### src/rtl/seq_alu_if.sv
// Request/result bundle for seq_alu: operands and op select in, results and status out.
interface seq_alu_if #(
    parameter int WIDTH = 8
) ();
    logic             start;
    logic [3:0]       op_code;
    logic [WIDTH-1:0] a;
    logic [WIDTH-1:0] b;
    logic [WIDTH-1:0] out;
    logic [WIDTH-1:0] rem;
    logic             flag;
    logic             err;
    logic             busy;
    logic             done;

    modport master (
        output start, op_code, a, b,
        input  out, rem, flag, err, busy, done
    );

    modport slave (
        input  start, op_code, a, b,
        output out, rem, flag, err, busy, done
    );
endinterface

### src/rtl/seq_alu.sv
// Sequential ALU: single-cycle add/sub, shift-add multiply, restoring divide.
// Define ALU_ABS_DIFF_EN to make sub return |a-b| instead of the wrapped difference.
module seq_alu #(
    parameter int WIDTH = 8
) (
    input  logic      clk,
    input  logic      rst,
    seq_alu_if.slave  bus
);
    localparam int CNT_W = (WIDTH > 1) ? $clog2(WIDTH) : 1;

    typedef enum logic [1:0] {IDLE, MUL, DIV, FIN} state_t;

    state_t             state;
    logic [CNT_W-1:0]   cnt;
    logic [2*WIDTH-1:0] acc;
    logic [2*WIDTH-1:0] mcand;
    logic [2*WIDTH-1:0] acc_nx;
    logic [WIDTH-1:0]   mplier;
    logic [WIDTH-1:0]   dvsr;
    logic [WIDTH-1:0]   drem;
    logic [WIDTH-1:0]   dquo;
    logic [WIDTH-1:0]   drem_nx;
    logic [WIDTH-1:0]   dquo_nx;
    logic [WIDTH:0]     rem_sh;
    logic               accept;
    logic               last;

    function automatic logic one_hot4(input logic [3:0] v);
        return (v != 4'd0) && ((v & (v - 4'd1)) == 4'd0);
    endfunction

    // Returns {flag, out} for the subtract op.
    function automatic logic [WIDTH:0] sub_result(input logic [WIDTH-1:0] x, input logic [WIDTH-1:0] y);
`ifdef ALU_ABS_DIFF_EN
        if (y > x) return {1'b1, y - x};
        else       return {1'b0, x - y};
`else
        return {1'b0, x} - {1'b0, y};
`endif
    endfunction

    assign accept = (state == IDLE) && bus.start;
    assign last   = (cnt == CNT_W'(WIDTH - 1));

    always_comb begin
        acc_nx = acc + (mplier[0] ? mcand : '0);
        rem_sh = {drem, dquo[WIDTH-1]};
        if (rem_sh >= {1'b0, dvsr}) begin
            drem_nx = WIDTH'(rem_sh - {1'b0, dvsr});
            dquo_nx = {dquo[WIDTH-2:0], 1'b1};
        end else begin
            drem_nx = rem_sh[WIDTH-1:0];
            dquo_nx = {dquo[WIDTH-2:0], 1'b0};
        end
    end

    // Iteration datapath: loaded on accept, advanced one bit per MUL/DIV cycle.
    always_ff @(posedge clk) begin
        if (accept) begin
            acc    <= '0;
            mcand  <= {{WIDTH{1'b0}}, bus.a};
            mplier <= bus.b;
            dvsr   <= bus.b;
            drem   <= '0;
            dquo   <= bus.a;
        end else if (state == MUL) begin
            acc    <= acc_nx;
            mcand  <= mcand << 1;
            mplier <= mplier >> 1;
        end else if (state == DIV) begin
            drem   <= drem_nx;
            dquo   <= dquo_nx;
        end
    end

    always_ff @(posedge clk or posedge rst) begin
        if (rst) begin
            state    <= IDLE;
            cnt      <= '0;
            bus.out  <= '0;
            bus.rem  <= '0;
            bus.flag <= 1'b0;
            bus.err  <= 1'b0;
            bus.busy <= 1'b0;
            bus.done <= 1'b0;
        end else begin
            bus.done <= 1'b0;
            case (state)
                IDLE: begin
                    if (bus.start) begin
                        bus.busy <= 1'b1;
                        cnt      <= '0;
                        if (!one_hot4(bus.op_code) || (bus.op_code[3] && bus.b == '0)) begin
                            bus.out  <= '0;
                            bus.rem  <= '0;
                            bus.flag <= 1'b0;
                            bus.err  <= 1'b1;
                            bus.done <= 1'b1;
                            state    <= FIN;
                        end else if (bus.op_code[0]) begin
                            {bus.flag, bus.out} <= {1'b0, bus.a} + {1'b0, bus.b};
                            bus.rem  <= '0;
                            bus.err  <= 1'b0;
                            bus.done <= 1'b1;
                            state    <= FIN;
                        end else if (bus.op_code[1]) begin
                            {bus.flag, bus.out} <= sub_result(bus.a, bus.b);
                            bus.rem  <= '0;
                            bus.err  <= 1'b0;
                            bus.done <= 1'b1;
                            state    <= FIN;
                        end else if (bus.op_code[2]) begin
                            state <= MUL;
                        end else begin
                            state <= DIV;
                        end
                    end
                end
                MUL: begin
                    cnt <= cnt + CNT_W'(1);
                    if (last) begin
                        bus.out  <= acc_nx[WIDTH-1:0];
                        bus.flag <= |acc_nx[2*WIDTH-1:WIDTH];
                        bus.rem  <= '0;
                        bus.err  <= 1'b0;
                        bus.done <= 1'b1;
                        state    <= FIN;
                    end
                end
                DIV: begin
                    cnt <= cnt + CNT_W'(1);
                    if (last) begin
                        bus.out  <= dquo_nx;
                        bus.rem  <= drem_nx;
                        bus.flag <= 1'b0;
                        bus.err  <= 1'b0;
                        bus.done <= 1'b1;
                        state    <= FIN;
                    end
                end
                default: begin
                    bus.busy <= 1'b0;
                    state    <= IDLE;
                end
            endcase
        end
    end
endmodule

### src/flat_wrapper.sv
// flat-port wrapper written by rule: the top's interface ports become plain ports
module seq_alu_flat 
#(
    parameter int WIDTH = 8
)
  (clk, rst, bus_start, bus_op_code, bus_a, bus_b, bus_out, bus_rem, bus_flag, bus_err, bus_busy, bus_done);
  seq_alu_if #(.WIDTH(WIDTH)) bus_i ();
  input  logic clk;
  input  logic rst;
  input wire logic [$bits(bus_i.start)-1:0] bus_start;
  input wire logic [$bits(bus_i.op_code)-1:0] bus_op_code;
  input wire logic [$bits(bus_i.a)-1:0] bus_a;
  input wire logic [$bits(bus_i.b)-1:0] bus_b;
  output wire logic [$bits(bus_i.out)-1:0] bus_out;
  output wire logic [$bits(bus_i.rem)-1:0] bus_rem;
  output wire logic [$bits(bus_i.flag)-1:0] bus_flag;
  output wire logic [$bits(bus_i.err)-1:0] bus_err;
  output wire logic [$bits(bus_i.busy)-1:0] bus_busy;
  output wire logic [$bits(bus_i.done)-1:0] bus_done;
  assign bus_i.start = bus_start;
  assign bus_i.op_code = bus_op_code;
  assign bus_i.a = bus_a;
  assign bus_i.b = bus_b;
  assign bus_out = bus_i.out;
  assign bus_rem = bus_i.rem;
  assign bus_flag = bus_i.flag;
  assign bus_err = bus_i.err;
  assign bus_busy = bus_i.busy;
  assign bus_done = bus_i.done;
  seq_alu #(.WIDTH(WIDTH)) u_core (.clk(clk), .rst(rst), .bus(bus_i));
endmodule
### config.mk
export PLATFORM = sky130hd
export DESIGN_NAME = seq_alu_flat
export DESIGN_NICKNAME = d
export VERILOG_FILES = /design/src/rtl/seq_alu_if.sv /design/src/rtl/seq_alu.sv /design/src/flat_wrapper.sv
export SDC_FILE = /design/constraint.sdc
export NUM_CORES = 1
export LEC_CHECK = 0
export CAP_MARGIN = 20
export CELL_PAD_IN_SITES_DETAIL_PLACEMENT = 1
export CELL_PAD_IN_SITES_GLOBAL_PLACEMENT = 2
export CORE_UTILIZATION = 40
export DETAILED_ROUTE_END_ITERATION = 7
export PLACE_DENSITY_LB_ADDON = 0.1
export SLEW_MARGIN = 20
export SYNTH_ARGS = -nofsm -noshare
export SYNTH_HDL_FRONTEND = slang
export SYNTH_SLANG_ARGS = --single-unit
export TNS_END_PERCENT = 50
### constraint.sdc
create_clock -name clk -period 8.5 [get_ports clk]
set_input_delay 1.7 -clock clk [delete_from_list [all_inputs] [get_ports clk]]
set_output_delay 1.7 -clock clk [all_outputs]
set_load 0.01 [all_outputs]
==> qor.txt <==
Syn Inst Count: 612
port buffer count: 42
syn avg cell area: 8.98 µm²
layout cell share with drive strength beyond 1: 4.61%
final hold violations: 0
critical path's top delay family: buffers and inverters
Cell Area, Synth: 5490 µm²
reg2reg setup slack: 4790 ps
Setup Buffers After CTS: 0
Least-Margin Pin Slew: 904 ps
Worst EP arrival: 4730 ps
ys async rst share: 28.1%
CTS root buf: clkbuf_16
Max clock buf depth: 2
DIE WIDTH: 119 µm
core area: 13300 µm²
Place WS: 3640 ps
IO Count: 43
setup TNS: 0 ps
number of global-route vias before repair: 4575
Syn. warnings: 0
syn_nets: 685
Hold Path Stages: 2
final wirelength: 15.3 mm
number of library cell types mapped by synthesis: 56
Setup crit end: u_core.bus.flag
setup ws final: 3990 ps
Fmax achieved: 0.222 GHz
worst path required time: 8720 ps
Hold Path Class: reg -> reg
path depth of the worst reg2reg path: 10
Die ar.: 14200 µm²
slowest cell on the critical path: clkdlybuf4s50_1
Stages on worst setup path: 9
RSZ-0062 raised after global routing: no
Initial Util: 41.3%
initial antenna violation count: 0
largest cells by area after synthesis: edfxtp_1, dfxtp_1, dfrtp_1
vias after detailed routing: 4467
first-pass GRT wire length: 24.8 mm
Setup Viol. Count Final: 0
Area Growth Syn to Fin: 16.1%
DRT Pass-1 Iters: 6
pin count of the biggest net entering global routing: 43
Cell Chain, Critical Path: clkdlybuf4s50_1 > nor2_1 > nand2_1 > o21ai_0 > a21oi_1 > nand2_1 > a31oi_1 > nor4b_2 > a31oi_1
CTS buffer count: 9
Max FO, Critical Path: 26
clock net sink count: 89
CP Class: in -> reg
post-synth top area cell: edfxtp_1
Synth Flop Type: edfxtp_1
maximum vdd ir drop: 0.000173 V
routability cong.: 0.847
global route total overflow: 0
via density per instance: 5.40
post-CTS resize count: 0
Layout fillers: 1552
# hold bufs at CTS: 0
DPL Wire Length: 11.6 mm
Total Power: 2380 µW
Rows: 42
Die Y: 119 µm
Final Critical Period: 4510 ps
clk_skew: 5.20 ps
DRC: 0
sequential area share after synthesis: 40.5%
1st-iter DRT viols: 197
post-route ant nets: 0
flop and latch count out of synthesis: 89
DR WL/cell: 18.6 µm
PwrDens: 374 nW/µm²
latest clock arrival within the worst-skew pair: 350 ps
Buf/Inv on CP: 1
Nets: 719
clock-pin slew on the worst setup and hold paths: 70 ps
Setup crit start kind: input pin
top cell type's share of synthesized area: 17.5%
outcome: completed
RR Endpoint: u_core.bus.flag
Worst Setup SP: bus_op_code[0]
H-Tree Depth: 3
number of diodes: 0
Critical Path End Type: flop
Post-synth EDFFs: 32
synth cell count leaders: nand2_1, a21oi_1, o21ai_0
GRT Resource Usage Total: 23.0%
top-count cell post-synth: nand2_1
CTS tree: yes
P_leak: 0.00279 µW
max-cap violations: 0
FF-to-FF Start: u_core.mplier[0]
relative slew slack: 39.5%
final period utilization: 53.0%
Final Max Slew Viols: 0
Largest stage delay, worst path: 1060 ps
-- sequential cells by signal, summed over array words and instances (netlist names), 2 cells and up --
register	flops
u_core.drem	8
u_core.mplier	8
u_core.mcand	16
u_core.state	2
u_core.bus.rem	8
u_core.bus.out	8
u_core.dvsr	8
u_core.cnt	3
u_core.acc	16
u_core.dquo	8
-- layout by cell type (no fill, tap or decap), types with 5 or more instances in the layout --
cell type and count:
a211oi_1 6, a21o_1 9, a21oi_1 51, a31oi_1 8, and2_1 17, clkbuf_16 9
clkdlybuf4s50_1 42, dfrtp_1 25, dfxtp_1 32, edfxtp_1 32, ha_1 46, inv_1 39
mux2_2 5, mux2i_1 24, nand2_1 98, nand3_1 6, nor2_1 42, nor2b_1 6
nor3_1 6, nor4_1 6, o21ai_0 49, xnor2_1 13, xor2_1 11
-- final cells by class --
type	count	area, µm²	share of cell area (%)
well taps	176	220	3.45
inverters	42	158	2.47
repair buffers	46	450	7.06
multi-input cells	458	3030	47.5
flip-flops and latches	89	2230	34.9
clock buffers	9	225	3.53
clock inverters	7	70.1	1.10
-- kinds of logic after synthesis --
| kind of cell | Yosys count | share of synthesized area (%) |
|---|---|---|
| and+or+nand+nor | 203 | 17.0 |
| AOI/OAI and AO/OA | 152 | 16.9 |
| DFF | 89 | 40.5 |
| buffers and inverters | 65 | 4.44 |
| adders and majority gates | 50 | 11.9 |
| muxes | 29 | 5.40 |
| xor gates and xnor gates | 24 | 3.83 |
-- worst reg2reg max path, cell delays in order (launching register included) --
cell,delay (ps)
edfxtp_1,640
and2_1,260
ha_1,230
fa_1,410
a21o_1,220
a2111o_1,440
a311oi_4,340
xnor2_1,130
or4_1,530
nor4b_2,290
a31oi_1,110
-- per-stage QoR --
step | utilization, % | instances | hold WS [ps] | instance area, µm²
2_1_floorplan | - | 612 | 450 | 5490
3_3_place_gp | 45.7 | 811 | 461 | 6080
3_5_place_dp | 45.7 | 811 | 470 | 6080
4_1_cts | 47.9 | 827 | 481 | 6370
5_1_grt | 48.0 | 827 | 505 | 6380
6_report | 48.0 | 827 | 477 | 6380
-- report_power, final --
part / leakage, µW / internal (µW) / total (µW) / switching [µW]
clock network: 0.000132 / 227 / 402 / 175
logic: 0.00176 / 469 / 1200 / 730
registers: 0.000896 / 661 / 784 / 123
total: 0.00279 / 1360 / 2380 / 1030
-- routing by layer --
| layer | vias to the layer above | part of all wire [%] | GRT usage, % |
|---|---|---|---|
| met2 | 50 | 47 | 37.0 |
| met4 | 0 | 1.5 | 6.96 |
| met5 | - | 0 | 0 |
| met1 | 2200 | 49 | 31.2 |
| met3 | 15 | 2.6 | 4.45 |
| li1 | 2202 | - | - |
-- worst min-delay path by stage --
stage | from | to
floorplan | u_core.acc[2] | u_core.acc[2]
global placement | u_core.acc[5] | u_core.acc[5]
detailed placement | u_core.acc[3] | u_core.acc[3]
CTS | u_core.acc[3] | u_core.acc[3]
global route | u_core.acc[3] | u_core.acc[3]
finish | u_core.acc[5] | u_core.acc[5]
(Power assumes the default switching activity.)
